`src/rtl/cop0_pkg.sv`:
```
`default_nettype none
// ============================================================================
// Module      : cop0_pkg
// Description : Shared encodings for the coprocessor-0 block: operation codes,
//               register numbers, exception codes and the EXL state type.
// Revision    : 1.0 - initial release
// ============================================================================
package cop0_pkg;

    localparam logic [2:0] COP_OP_NONE = 3'b000;
    localparam logic [2:0] COP_OP_SYS  = 3'b001;
    localparam logic [2:0] COP_OP_BRK  = 3'b010;
    localparam logic [2:0] COP_OP_RET  = 3'b011;
    localparam logic [2:0] COP_OP_MV   = 3'b100;
    localparam logic [2:0] COP_OP_EN   = 3'b101;
    localparam logic [2:0] COP_OP_DIS  = 3'b110;

    localparam logic [4:0] REG_STATUS  = 5'd12;
    localparam logic [4:0] REG_CAUSE   = 5'd13;
    localparam logic [4:0] REG_EPC     = 5'd14;

    localparam logic [4:0] EXC_INT     = 5'd0;
    localparam logic [4:0] EXC_SYS     = 5'd8;
    localparam logic [4:0] EXC_BRK     = 5'd9;

    // The architectural state is exactly Status.EXL.
    typedef enum logic {
        ST_NORMAL = 1'b0,
        ST_EXC    = 1'b1
    } cop0_state_e;

    function automatic logic [31:0] pack_status(input logic [5:0] im,
                                                input logic       exl,
                                                input logic       ie);
        return {16'h0000, im, 8'h00, exl, ie};
    endfunction

    function automatic logic [31:0] pack_cause(input logic [5:0] ip,
                                               input logic [4:0] exccode);
        return {16'h0000, ip, 3'b000, exccode, 2'b00};
    endfunction

endpackage
`default_nettype wire

```
`src/rtl/cop0_if.sv`:
```
`default_nettype none
// ============================================================================
// Module      : cop0_if
// Description : Pipeline-to-COP0 bus: decoded operation, operands, interrupt
//               lines and the results returned to writeback and the PC mux.
// Revision    : 1.0 - initial release
// ============================================================================
interface cop0_if;
    logic        ins_valid;
    logic [2:0]  cop0_op;
    logic        cop0_rd;
    logic        cop0_wr;
    logic [4:0]  rd;
    logic [31:0] wdata;
    logic [31:0] pc;
    logic [5:0]  hw_int;
    logic [31:0] rdata;
    logic [31:0] pc_cop0;
    logic        exc_take;

    modport master (
        output ins_valid, cop0_op, cop0_rd, cop0_wr, rd, wdata, pc, hw_int,
        input  rdata, pc_cop0, exc_take
    );

    modport slave (
        input  ins_valid, cop0_op, cop0_rd, cop0_wr, rd, wdata, pc, hw_int,
        output rdata, pc_cop0, exc_take
    );
endinterface
`default_nettype wire

```
`src/rtl/cop0.sv`:
```
`default_nettype none
// ============================================================================
// Module      : cop0
// Description : Coprocessor 0 with Status/Cause/EPC, interrupt and syscall/
//               break entry, eret, mtc0/mfc0 and ei/di.
// Revision    : 1.0 - initial release
// ============================================================================
module cop0
    import cop0_pkg::*;
#(
    parameter logic [31:0] EXC_VECTOR = 32'h0000_0180
) (
    input  wire logic clk,
    input  wire logic rst,
    cop0_if.slave     bus
);

    logic        ie_q, ie_d;
    cop0_state_e state_q, state_d;
    logic [5:0]  im_q, im_d;
    logic [4:0]  exccode_q, exccode_d;
    logic [5:0]  ip_q, ip_d;
    logic [31:0] epc_q, epc_d;

    logic [31:0] w_status;
    logic [31:0] w_cause;
    logic [31:0] w_reg_rd;
    logic        w_int_pend;
    logic        w_is_sys;
    logic        w_take_int;
    logic        w_take_sys;
    logic        w_lose;
    logic        w_eret;
    logic        w_mtc0;
    logic        w_mfc0;
    logic        w_ei;
    logic        w_di;
    logic        w_exc_take;

    always_comb begin
        w_status   = pack_status(im_q, state_q == ST_EXC, ie_q);
        w_cause    = pack_cause(ip_q, exccode_q);
        w_int_pend = ie_q && (state_q == ST_NORMAL) && (|(ip_q & im_q));
        w_is_sys   = (bus.cop0_op == COP_OP_SYS) || (bus.cop0_op == COP_OP_BRK);

        w_take_int = bus.ins_valid && w_int_pend;
        w_take_sys = bus.ins_valid && !w_int_pend && w_is_sys;
        // Anything below syscall/break in priority is squashed by these.
        w_lose     = !bus.ins_valid || w_int_pend || w_is_sys;
        w_eret     = !w_lose && (bus.cop0_op == COP_OP_RET);
        w_mtc0     = !w_lose && (bus.cop0_op == COP_OP_MV) && bus.cop0_rd;
        w_ei       = !w_lose && (bus.cop0_op == COP_OP_EN);
        w_di       = !w_lose && (bus.cop0_op == COP_OP_DIS);
        w_mfc0     = (bus.cop0_op == COP_OP_MV) && bus.cop0_wr;

        case (bus.rd)
            REG_STATUS: w_reg_rd = w_status;
            REG_CAUSE:  w_reg_rd = w_cause;
            REG_EPC:    w_reg_rd = epc_q;
            default:    w_reg_rd = 32'h0000_0000;
        endcase

        ie_d      = ie_q;
        state_d   = state_q;
        im_d      = im_q;
        exccode_d = exccode_q;
        epc_d     = epc_q;
        ip_d      = bus.hw_int;

        if (w_take_int || w_take_sys) begin
            epc_d   = bus.pc;
            state_d = ST_EXC;
            if (w_take_int) begin
                exccode_d = EXC_INT;
            end else if (bus.cop0_op == COP_OP_BRK) begin
                exccode_d = EXC_BRK;
            end else begin
                exccode_d = EXC_SYS;
            end
        end else if (w_eret) begin
            state_d = ST_NORMAL;
        end else if (w_mtc0) begin
            case (bus.rd)
                REG_STATUS: begin
                    ie_d    = bus.wdata[0];
                    state_d = bus.wdata[1] ? ST_EXC : ST_NORMAL;
                    im_d    = bus.wdata[15:10];
                end
                REG_CAUSE:  exccode_d = bus.wdata[6:2];
                REG_EPC:    epc_d     = bus.wdata;
                default:    ;
            endcase
        end else if (w_ei) begin
            ie_d = 1'b1;
        end else if (w_di) begin
            ie_d = 1'b0;
        end

        w_exc_take = !rst && (w_take_int || w_take_sys);
    end

    assign bus.exc_take = w_exc_take;
    assign bus.pc_cop0  = w_exc_take ? EXC_VECTOR : epc_q;
    assign bus.rdata    = rst    ? 32'h0000_0000 :
                          w_mfc0 ? w_reg_rd :
                          ((bus.cop0_op == COP_OP_EN) || (bus.cop0_op == COP_OP_DIS)) ? w_status :
                          32'h0000_0000;

    always_ff @(posedge clk) begin
        if (rst) begin
            ie_q      <= 1'b0;
            state_q   <= ST_NORMAL;
            im_q      <= 6'h00;
            exccode_q <= 5'h00;
            ip_q      <= 6'h00;
            epc_q     <= 32'h0000_0000;
        end else begin
            ie_q      <= ie_d;
            state_q   <= state_d;
            im_q      <= im_d;
            exccode_q <= exccode_d;
            ip_q      <= ip_d;
            epc_q     <= epc_d;
        end
    end

endmodule
`default_nettype wire

```
`src/flat_wrapper.sv`:
```
// flat-port wrapper written by rule: the top's interface ports become plain ports
module cop0_flat import cop0_pkg::*;
#(
    parameter logic [31:0] EXC_VECTOR = 32'h0000_0180
)
  (clk, rst, bus_ins_valid, bus_cop0_op, bus_cop0_rd, bus_cop0_wr, bus_rd, bus_wdata, bus_pc, bus_hw_int, bus_rdata, bus_pc_cop0, bus_exc_take);
  cop0_if bus_i ();
  input  wire logic clk;
  input  wire logic rst;
  input wire logic [$bits(bus_i.ins_valid)-1:0] bus_ins_valid;
  input wire logic [$bits(bus_i.cop0_op)-1:0] bus_cop0_op;
  input wire logic [$bits(bus_i.cop0_rd)-1:0] bus_cop0_rd;
  input wire logic [$bits(bus_i.cop0_wr)-1:0] bus_cop0_wr;
  input wire logic [$bits(bus_i.rd)-1:0] bus_rd;
  input wire logic [$bits(bus_i.wdata)-1:0] bus_wdata;
  input wire logic [$bits(bus_i.pc)-1:0] bus_pc;
  input wire logic [$bits(bus_i.hw_int)-1:0] bus_hw_int;
  output wire logic [$bits(bus_i.rdata)-1:0] bus_rdata;
  output wire logic [$bits(bus_i.pc_cop0)-1:0] bus_pc_cop0;
  output wire logic [$bits(bus_i.exc_take)-1:0] bus_exc_take;
  assign bus_i.ins_valid = bus_ins_valid;
  assign bus_i.cop0_op = bus_cop0_op;
  assign bus_i.cop0_rd = bus_cop0_rd;
  assign bus_i.cop0_wr = bus_cop0_wr;
  assign bus_i.rd = bus_rd;
  assign bus_i.wdata = bus_wdata;
  assign bus_i.pc = bus_pc;
  assign bus_i.hw_int = bus_hw_int;
  assign bus_rdata = bus_i.rdata;
  assign bus_pc_cop0 = bus_i.pc_cop0;
  assign bus_exc_take = bus_i.exc_take;
  cop0 #(.EXC_VECTOR(EXC_VECTOR)) u_core (.clk(clk), .rst(rst), .bus(bus_i));
endmodule
```
`config.mk`:
```
export PLATFORM = sky130hd
export DESIGN_NAME = cop0_flat
export DESIGN_NICKNAME = d
export VERILOG_FILES = /design/src/rtl/cop0_pkg.sv /design/src/rtl/cop0_if.sv /design/src/rtl/cop0.sv /design/src/flat_wrapper.sv
export SDC_FILE = /design/constraint.sdc
export NUM_CORES = 1
export LEC_CHECK = 0
export ABC_AREA = 1
export ABC_CLOCK_PERIOD_IN_PS = 2310
export CAP_MARGIN = 10
export CORE_ASPECT_RATIO = 0.5
export CORE_MARGIN = 1.5
export CORE_UTILIZATION = 43
export CTS_CLUSTER_DIAMETER = 100
export DETAILED_ROUTE_END_ITERATION = 6
export PLACE_DENSITY = 0.82
export RECOVER_POWER = 100
export SYNTH_ARGS = -nofsm -noshare
export SYNTH_HDL_FRONTEND = slang
export SYNTH_SLANG_ARGS = --single-unit
```
`constraint.sdc`:
```
create_clock -name clk -period 2.31 [get_ports clk]
set_clock_uncertainty 0.1 [all_clocks]
set_input_delay 0.231 -clock clk [delete_from_list [all_inputs] [get_ports clk]]
set_output_delay 0.231 -clock clk [all_outputs]
set_load 0.02 [all_outputs]
```
After elaboration in Yosys (flattened, before gate mapping)
Cells that the tools add are included.

Word-level logic and storage cells: 78. Bits in registers: 51. Bits of input ports: 83.

Reduce and logical (&&, ||, !) cells: 33. Multiplexer cells: 24. Equal/unequal tests: 11. Bitwise logic cells: 4.

Operator list (number): $mux 32 (7); $pmux 32 s3 (1); $mux 5 (5); $mux 16 (1); $eq 5x4->1 const B (3); $logic_and 1x1->1 (12); $mux 1 (10); $eq 3x3->1 const B (3); $reduce_bool 3->1 (3); $reduce_and 4->1 (2); $and 6x6->6 (1); $eq 3x2->1 const B (2); $reduce_and 3->1 (2); $reduce_bool 2->1 (3); $reduce_or 6->1 (1); $logic_or 1x1->1 (5); $logic_not 1->1 (4); $ne 2x2->1 const B (2); $eq 3x1->1 const B (1); $not 1->1 (3); $reduce_and 2->1 (1).

Longest topological paths before layout
Gate-level depths: netlist (run 1).

Word-level depth: 11. Gate-level depth with buffers: 13. Mapped depth without buffers: 12.

Worst setup path before layout (run 1)
No wires, ideal clock.

Kind: register -> output. Start point: register u_core.im_q[5]. End point: output port bus_pc_cop0[7]. Path buffers: 1. Arrival time: 1676 ps. Cell stages (with the launch flop): 12. Path slack: 303 ps. Path through: dfxtp_1 nand2_1 nand2_1 nor2_1 nand2_1 nand2_1 nand2_2 nand2_4 nor2_1 inv_1 buf_2 nand2_1.

Word-level cells in the longest chain between the ends: 9. Elaborated cells on any way between the ends: 10. Classes of those cells: mux: 1; bitwise: 1; reduce/logical: 8.

Ends and longest elaborated chain: start, declared (line cop0.sv:20) `logic [5:0] im_q, im_d;`; start signal, assigned (line cop0.sv:120) `im_q <= im_d;`; $and 6x6->6 (*) (line cop0.sv:43) `w_int_pend = ie_q && (state_q == ST_NORMAL) && (|(ip_q & im_q));`; $reduce_or 6->1 (*) (line cop0.sv:43); $logic_and 1x1->1 (*) (line cop0.sv:43); $logic_not 1->1 (line cop0.sv:47) `w_take_sys = bus.ins_valid && !w_int_pend && w_is_sys;`; $logic_and 1x1->1 (2 in series) (line cop0.sv:47); $logic_or 1x1->1 (*) (line cop0.sv:99) `w_exc_take = !rst && (w_take_int || w_take_sys);`; $logic_and 1x1->1 (*) (line cop0.sv:99); named net bus_exc_take (line flat_wrapper.sv:20) `output wire logic [$bits(bus_i.exc_take)-1:0] bus_exc_take;`; $mux 32 (*) (line cop0.sv:103) `assign bus.pc_cop0 = w_exc_take ? EXC_VECTOR : epc_q;`; end, declared (line flat_wrapper.sv:19) `output wire logic [$bits(bus_i.pc_cop0)-1:0] bus_pc_cop0;`.

The timed path passes the listed nets; every way through them passes the cells marked *.

Worst setup path in the final report (run 1)
Start point: input port bus_cop0_op[2]. End point: output port bus_rdata[23].

Word-level cells in the longest chain between the ends: 4.

Ends and longest elaborated chain: start, declared (line flat_wrapper.sv:11) `input wire logic [$bits(bus_i.cop0_op)-1:0] bus_cop0_op;`; $eq 3x3->1 (line cop0.sv:54) `w_mfc0 = (bus.cop0_op == COP_OP_MV) && bus.cop0_wr;`; $logic_and 1x1->1 (line cop0.sv:54); $mux 32 (line cop0.sv:105) `w_mfc0 ? w_reg_rd :`; $mux 32 (line cop0.sv:104) `assign bus.rdata = rst ? 32'h0000_0000 :`; end, declared (line flat_wrapper.sv:18) `output wire logic [$bits(bus_i.rdata)-1:0] bus_rdata;`.

Every way passes these cells.

==> results.yml, run 1 <==
die:
  core.rowCount: 22
  die_w_um: 127
  placeableCoreArea_um2: 7400
  die_h_um: 65.1
  start_util_pct: 44.8
  design.portCount: 148
  design.die.area_um2: 8280
routing:
  dr.pass1.iters: 5
  wire_per_inst_um: 13.0
  drt-met1-wl_mm: 5.01
  vias_per_cell: 4.78
  met2_wirelength_mm: 5.17
  drt_wirelength_mm: 11.3
  drc_errors: 0
  ant_nets: 0
  vias: 4143
  first_iter_violations: 234
  maxUsedRoutingLayer: "met4"
  routed-wl-met3_um: 976
global_route:
  grt_usage_pct: 27.5
  grt_start_max_net_pins: 34
  grt_antenna_before_repair: 0
  grt_overflow_total: 0
  wire_length_of_the_first_global_routing_pass_mm: 18.1
  first_global_vias: 3691
finish:
  final_layout_size_suffix_gt1_share_pct: 13.4
  mostFrequentLayoutCell: "sky130_fd_sc_hd__nand2_1"
  num_antenna_cells: 0
  area_growth_syn_to_layout_pct: 54.1
  fin_nets: 852
  n_fill_cell: 691
  final_cell_mix: "sky130_fd_sc_hd__nand2_1 (227), sky130_fd_sc_hd__nor2_1 (97), sky130_fd_sc_hd__inv_1 (87), sky130_fd_sc_hd__clkdlybuf4s50_1 (80), sky130_fd_sc_hd__dfxtp_1 (50)"
job:
  timing.max_cap.violations: 0
setup_path:
  worstSetupStartpointType: "input pin"
  timing.critical_path.arrival_ns: 1.92
  crit_fanout: 25
  worst_setup_path_end_kind: "output port"
  critical_path_class: "input pin to output port"
  crit_required_ns: 1.98
pwr:
  peakVddDrop_v: 0.000281
  cellPowerDensity_nw_per_um2: 436
  total_leakage_power_nw: 2.93
timing:
  max_slew.worst_pin.slew_ns: 0.498
  setup_ws_ns: 0.0588
  number_of_hold_violations_in_the_final_report: 0
  achievable-frequency_mhz: 444
  final-max-slew-violation-count: 0
  worst_slew_margin_rel_pct: 66.4
  whs_ns: 0.345
  setup-violations-final: 0
  fin_setup_tns_ns: 0
  final_period_minus_worst_setup_slack_ns: 2.25
  layout_worst_path_cycle_share_pct: 97.5
logic_synthesis:
  yosysSeqAreaShare_pct: 30.8
  synth_adder_area_share_pct: 0
  postSynthCellCount: 598
  area_of_the_mapped_netlist_um2: 3320
  yosysWarningCount: 0
  synth_top_family_by_area: "simple AND/OR/NAND/NOR gates"
  yosys.cell_types.count: 23
  synthesized_nets: 681
  ys_seq_elements: 51
  synthMuxAreaShare_pct: 0
  syn-mean-instance-area_um2: 5.54
  post_synth_and_or_nand_nor_area_fraction_pct: 46.3
  synth_xor_xnor_area_share_pct: 0.264
  synth_compound_area_share_pct: 7.58
clock_tree:
  post_cts_hold_buffer_count: 0
  cts-buffers-inserted: 5
  clk_pin_slew_ns: 0.07
  buffer_depth_of_the_longest_clock_path: 2
  ctsHtreeMaxLevel: 2
  cts_tree: "done"
  cts_sink_count: 51
  clock_insertion_delay_worst_skew_ns: 0.29
  clock_tree_root_driver_cell: "sky130_fd_sc_hd__clkbuf_16"
placed_design:
  globalplace.congestion: 0.946
  dp_slack_ns: -0.529
  dp_hpwl_mm: 8.31
  io_buffer_count: 147
min_path:
  worstHoldPathType: "input pin to flop"
run_status:
  status: "finished clean"
cells by family (layout without fill, tap and decap cells):
kind of cell,Yosys count,in the layout
AND/OR/NAND/NOR,383,383
AO/OA/AOI/OAI,44,44
buffers and inverters,119,291
flip-flops,51,51
XOR/XNOR,1,1
worst max-delay path, cell delays in order:
cell	delay (ns)
sky130_fd_sc_hd__clkdlybuf4s50_1	0.48
sky130_fd_sc_hd__inv_1	0.07
sky130_fd_sc_hd__nor3_2	0.17
sky130_fd_sc_hd__nand2_2	0.11
sky130_fd_sc_hd__nor2_4	0.18
sky130_fd_sc_hd__inv_4	0.15
sky130_fd_sc_hd__nor3_1	0.17
sky130_fd_sc_hd__dlygate4sd2_1	0.35
path summary, 6_finish.rpt:
path	startpoint	end	slack (ns)	cells after the start
setup / recovery	bus_cop0_op[2]	bus_rdata[23]	0.06	8
hold / removal	bus_hw_int[1]	u_core.ip_q[1]$_SDFF_PP0_	0.35	3
setup reg to reg	u_core.ip_q[5]$_SDFF_PP0_	u_core.im_q[5]$_SDFFE_PP0P_	0.18	11
hold reg to reg	u_core.exccode_q[1]$_SDFFE_PP0P_	u_core.exccode_q[1]$_SDFFE_PP0P_	0.37	2
synthesized netlist by cell type:
cell type / number / area, um2
sky130_fd_sc_hd__buf_4: 2 / 15.0
sky130_fd_sc_hd__inv_1: 90 / 338
sky130_fd_sc_hd__xor2_1: 1 / 8.76
sky130_fd_sc_hd__nand3_1: 26 / 130
sky130_fd_sc_hd__nand2_2: 2 / 12.5
sky130_fd_sc_hd__and2_1: 1 / 6.26
sky130_fd_sc_hd__a21oi_1: 14 / 70.1
sky130_fd_sc_hd__nand2_4: 3 / 33.8
sky130_fd_sc_hd__nor3_1: 22 / 110
sky130_fd_sc_hd__nor2_1: 99 / 372
sky130_fd_sc_hd__clkbuf_1: 10 / 37.5
sky130_fd_sc_hd__buf_2: 11 / 55.1
sky130_fd_sc_hd__a21oi_4: 1 / 16.3
sky130_fd_sc_hd__dfxtp_1: 51 / 1020
sky130_fd_sc_hd__nand3b_1: 1 / 7.51
sky130_fd_sc_hd__o21ai_0: 19 / 95.1
sky130_fd_sc_hd__inv_2: 1 / 3.75
sky130_fd_sc_hd__nand2_1: 227 / 852
sky130_fd_sc_hd__nand4_1: 2 / 12.5
sky130_fd_sc_hd__buf_6: 4 / 45.0
sky130_fd_sc_hd__a22oi_1: 6 / 45.0
sky130_fd_sc_hd__buf_1: 1 / 3.75
sky130_fd_sc_hd__o22ai_1: 4 / 25.0
layout make-up:
class / count / area [um2] / share of cell area [%]
tap: 96 / 120 / 2.35
inverter: 91 / 344 / 6.73
timing repair buffer: 192 / 1630 / 31.9
multi-input combinational: 428 / 1820 / 35.6
clock inverter: 3 / 47.5 / 0.930
sequential: 51 / 1020 / 20.0
clock buffer: 5 / 125 / 2.45
timing repair:
item	in CTS	in global routing
pin swaps	1	2
resized for setup	124	63
endpoints found under the setup margin	65	89
setup buffers	1	1
hold endpoints to repair	0	0
cloned	0	1
metal layers:
metal / track usage (%) / vias up
met5: 0 / -
met4: 6.82 / 0
met3: 4.89 / 10
met2: 45.5 / 194
li1: - / 2142
met1: 37.6 / 1797
power by group:
group          total, W  internal, W  switching, W
registers      0.000916     0.000902     0.0000137
clock network  0.000862     0.000517      0.000345
logic          0.000450     0.000227      0.000223
total           0.00223      0.00165      0.000581
sequential cells by signal (all words and copies together) (netlist names):
name              flops
u_core.epc_q         32
u_core.im_q           6
u_core.ip_q           6
u_core.exccode_q      5
u_core.ie_q           1
u_core.state_q        1
stage by stage:
| stage | std cells | power, W | cell area, um2 | utilization [%] |
|---|---|---|---|---|
| floorplan | 598 | 0.00113 | 3320 | - |
| global placement | 855 | 0.00138 | 5130 | 69.3 |
| detailed placement | 855 | 0.00139 | 5130 | 69.3 |
| CTS | 864 | 0.00224 | 5310 | 71.6 |
| global route | 866 | 0.00234 | 5110 | 69.0 |
| finish | 866 | 0.00223 | 5110 | 69.0 |
No activity file was read; power rests on OpenSTA's default activity.
==> run 2: changes to the inputs <==
--- a/config.mk
+++ b/config.mk
@@ -11,8 +11,9 @@
 export CORE_ASPECT_RATIO = 0.5
 export CORE_MARGIN = 1.5
 export CORE_UTILIZATION = 43
-export CTS_CLUSTER_DIAMETER = 100
+export CTS_CLUSTER_DIAMETER = 150
 export DETAILED_ROUTE_END_ITERATION = 6
+export GPL_ROUTABILITY_DRIVEN = 0
 export PLACE_DENSITY = 0.82
 export RECOVER_POWER = 100
 export SYNTH_ARGS = -nofsm -noshare
==> results.yml, run 2 (same netlist as run 1, synthesis figures left out) <==
run_status:
  status: "finished clean"
finish:
  final_cell_mix: "sky130_fd_sc_hd__nand2_1 (227), sky130_fd_sc_hd__nor2_1 (97), sky130_fd_sc_hd__inv_1 (86), sky130_fd_sc_hd__clkdlybuf4s50_1 (79), sky130_fd_sc_hd__dfxtp_1 (50)"
  num_antenna_cells: 0
  largest_register_ffs: 32
  final_layout_size_suffix_gt1_share_pct: 10.1
  mostFrequentLayoutCell: "sky130_fd_sc_hd__nand2_1"
  layout_top_registers: "u_core.epc_q: 32 flops, u_core.im_q: 6 flops, u_core.ip_q: 6 flops"
  biggest_register: "u_core.epc_q"
  fin_nets: 845
  area_growth_syn_to_layout_pct: 51.8
pwr:
  cellPowerDensity_nw_per_um2: 438
  total_power_w: 0.00221
  peakVddDrop_v: 0.000306
  total_leakage_power_nw: 2.82
setup_path:
  worst_setup_path_end_kind: "output port"
  timing.critical_path.arrival_ns: 1.92
  worstSetupStartpointType: "input pin"
  crit_required_ns: 1.98
  crit_fanout: 13
  critical_path_class: "input pin to output port"
routing:
  vias_per_cell: 4.80
  vias: 4124
  ant_nets: 0
  first_iter_violations: 286
  drt_wirelength_mm: 10.9
  wire_per_inst_um: 12.7
  dr.pass1.iters: 5
  drc_errors: 0
global_route:
  grt-busiest-layer: "met2"
  grt_use_met3_pct: 4.72
  grt_overflow_total: 0
  grtUsageMet2_pct: 45.0
  grt_start_max_net_pins: 35
  globalRouteMet1Util_pct: 35.5
  grt_usage_pct: 26.4
  first_global_vias: 3784
  grt_antenna_before_repair: 0
  wire_length_of_the_first_global_routing_pass_mm: 17.6
job:
  timing.max_cap.violations: 0
timing:
  achievable-frequency_mhz: 445
  final-max-slew-violation-count: 0
  setup-violations-final: 0
  number_of_hold_violations_in_the_final_report: 0
  whs_ns: 0.340
  setup_ws_ns: 0.0636
  final_period_minus_worst_setup_slack_ns: 2.25
  worst_slew_margin_rel_pct: 72.8
  max_slew.worst_pin.slew_ns: 0.407
  layout_worst_path_cycle_share_pct: 97.2
die:
  start_util_pct: 44.8
  core.rowCount: 22
  design.portCount: 148
  placeableCoreArea_um2: 7400
  design.die.area_um2: 8280
  die_h_um: 65.1
  die_w_um: 127
clock_tree:
  clock_tree_root_driver_cell: "sky130_fd_sc_hd__clkbuf_16"
  cts-buffers-inserted: 5
  cts_sink_count: 51
  clock_insertion_delay_worst_skew_ns: 0.30
  cts_tree: "done"
  clk_pin_slew_ns: 0.07
  buffer_depth_of_the_longest_clock_path: 2
  ctsHtreeMaxLevel: 2
min_path:
  worstHoldPathType: "input pin to flop"
placed_design:
  io_buffer_count: 147
  dp_hpwl_mm: 8.06
  dp_slack_ns: -0.533
-- run 2: changes by cell type in the layout (fill, tap and decap cells not counted), sizes merged --
cell	before	now
dlygate4sd3	0	1
clkbuf	46	44
buf	46	38
clkdlybuf4s50	80	79
clkdlybuf4s15	6	5
dlygate4sd2	19	23
clkinv	1	2
inv	92	91
-- run 2: cell type report --
cell class                      count  area [um2]
Fill cell                         700        2370
Multi-Input combinational cell    428        1820
Timing Repair Buffer              185        1560
Sequential cell                    51        1020
Inverter                           91         344
Clock buffer                        5         125
Tap cell                           96         120
Clock inverter                      3        43.8
-- run 2: repair_timing --
| action | CTS | global route |
|---|---|---|
| hold buffers | 0 | 0 |
| endpoints found under the setup margin | 65 | 48 |
| resized for setup | 100 | 77 |
| buffers inserted | 0 | 1 |
| pin swaps | 0 | 1 |
-- run 2: stage by stage --
stage / TNS, ns / utilization [%] / instance area, um2 / std cells
floorplan: 0 / - / 3320 / 598
global placement: -20.66 / 68.4 / 5070 / 850
detailed placement: -27.11 / 68.4 / 5070 / 850
CTS: 0 / 70.3 / 5200 / 858
global route: -0.190 / 68.0 / 5030 / 859
finish: 0 / 68.0 / 5030 / 859
-- run 2: routing by layer --
metal	part of all wire [%]	vias to the layer above
met3	7.3	20
li1	-	2123
met5	0	-
met4	1.6	0
met2	47	149
met1	44	1832
-- run 2: final timing paths --
kind              cells after the start                          endpoint  slack [ns]                              from
setup / recovery                     10                      bus_rdata[0]        0.06                         bus_rd[3]
hold / removal                        3         u_core.ip_q[5]$_SDFF_PP0_        0.34                     bus_hw_int[5]
setup reg to reg                     14     u_core.epc_q[24]$_SDFFE_PP0P_        0.18         u_core.ip_q[4]$_SDFF_PP0_
hold reg to reg                       2  u_core.exccode_q[2]$_SDFFE_PP0P_        0.39  u_core.exccode_q[2]$_SDFFE_PP0P_
-- run 2: worst max-delay path, cell delays in order --
cell and delay [ns]:
sky130_fd_sc_hd__clkdlybuf4s50_1 0.45, sky130_fd_sc_hd__nand2_1 0.06, sky130_fd_sc_hd__inv_1 0.05, sky130_fd_sc_hd__nand4_1 0.06
sky130_fd_sc_hd__buf_4 0.19, sky130_fd_sc_hd__buf_4 0.20, sky130_fd_sc_hd__o22ai_1 0.13, sky130_fd_sc_hd__o22ai_1 0.09
sky130_fd_sc_hd__inv_1 0.08, sky130_fd_sc_hd__dlygate4sd2_1 0.36
-- run 2: power breakdown --
group	internal (W)	total (W)	leakage, nW	switching, W
Clock	0.000511	0.000851	0.0838	0.000339
Sequential	0.000902	0.000915	0.414	0.0000127
Combinational	0.000221	0.000442	2.33	0.000221
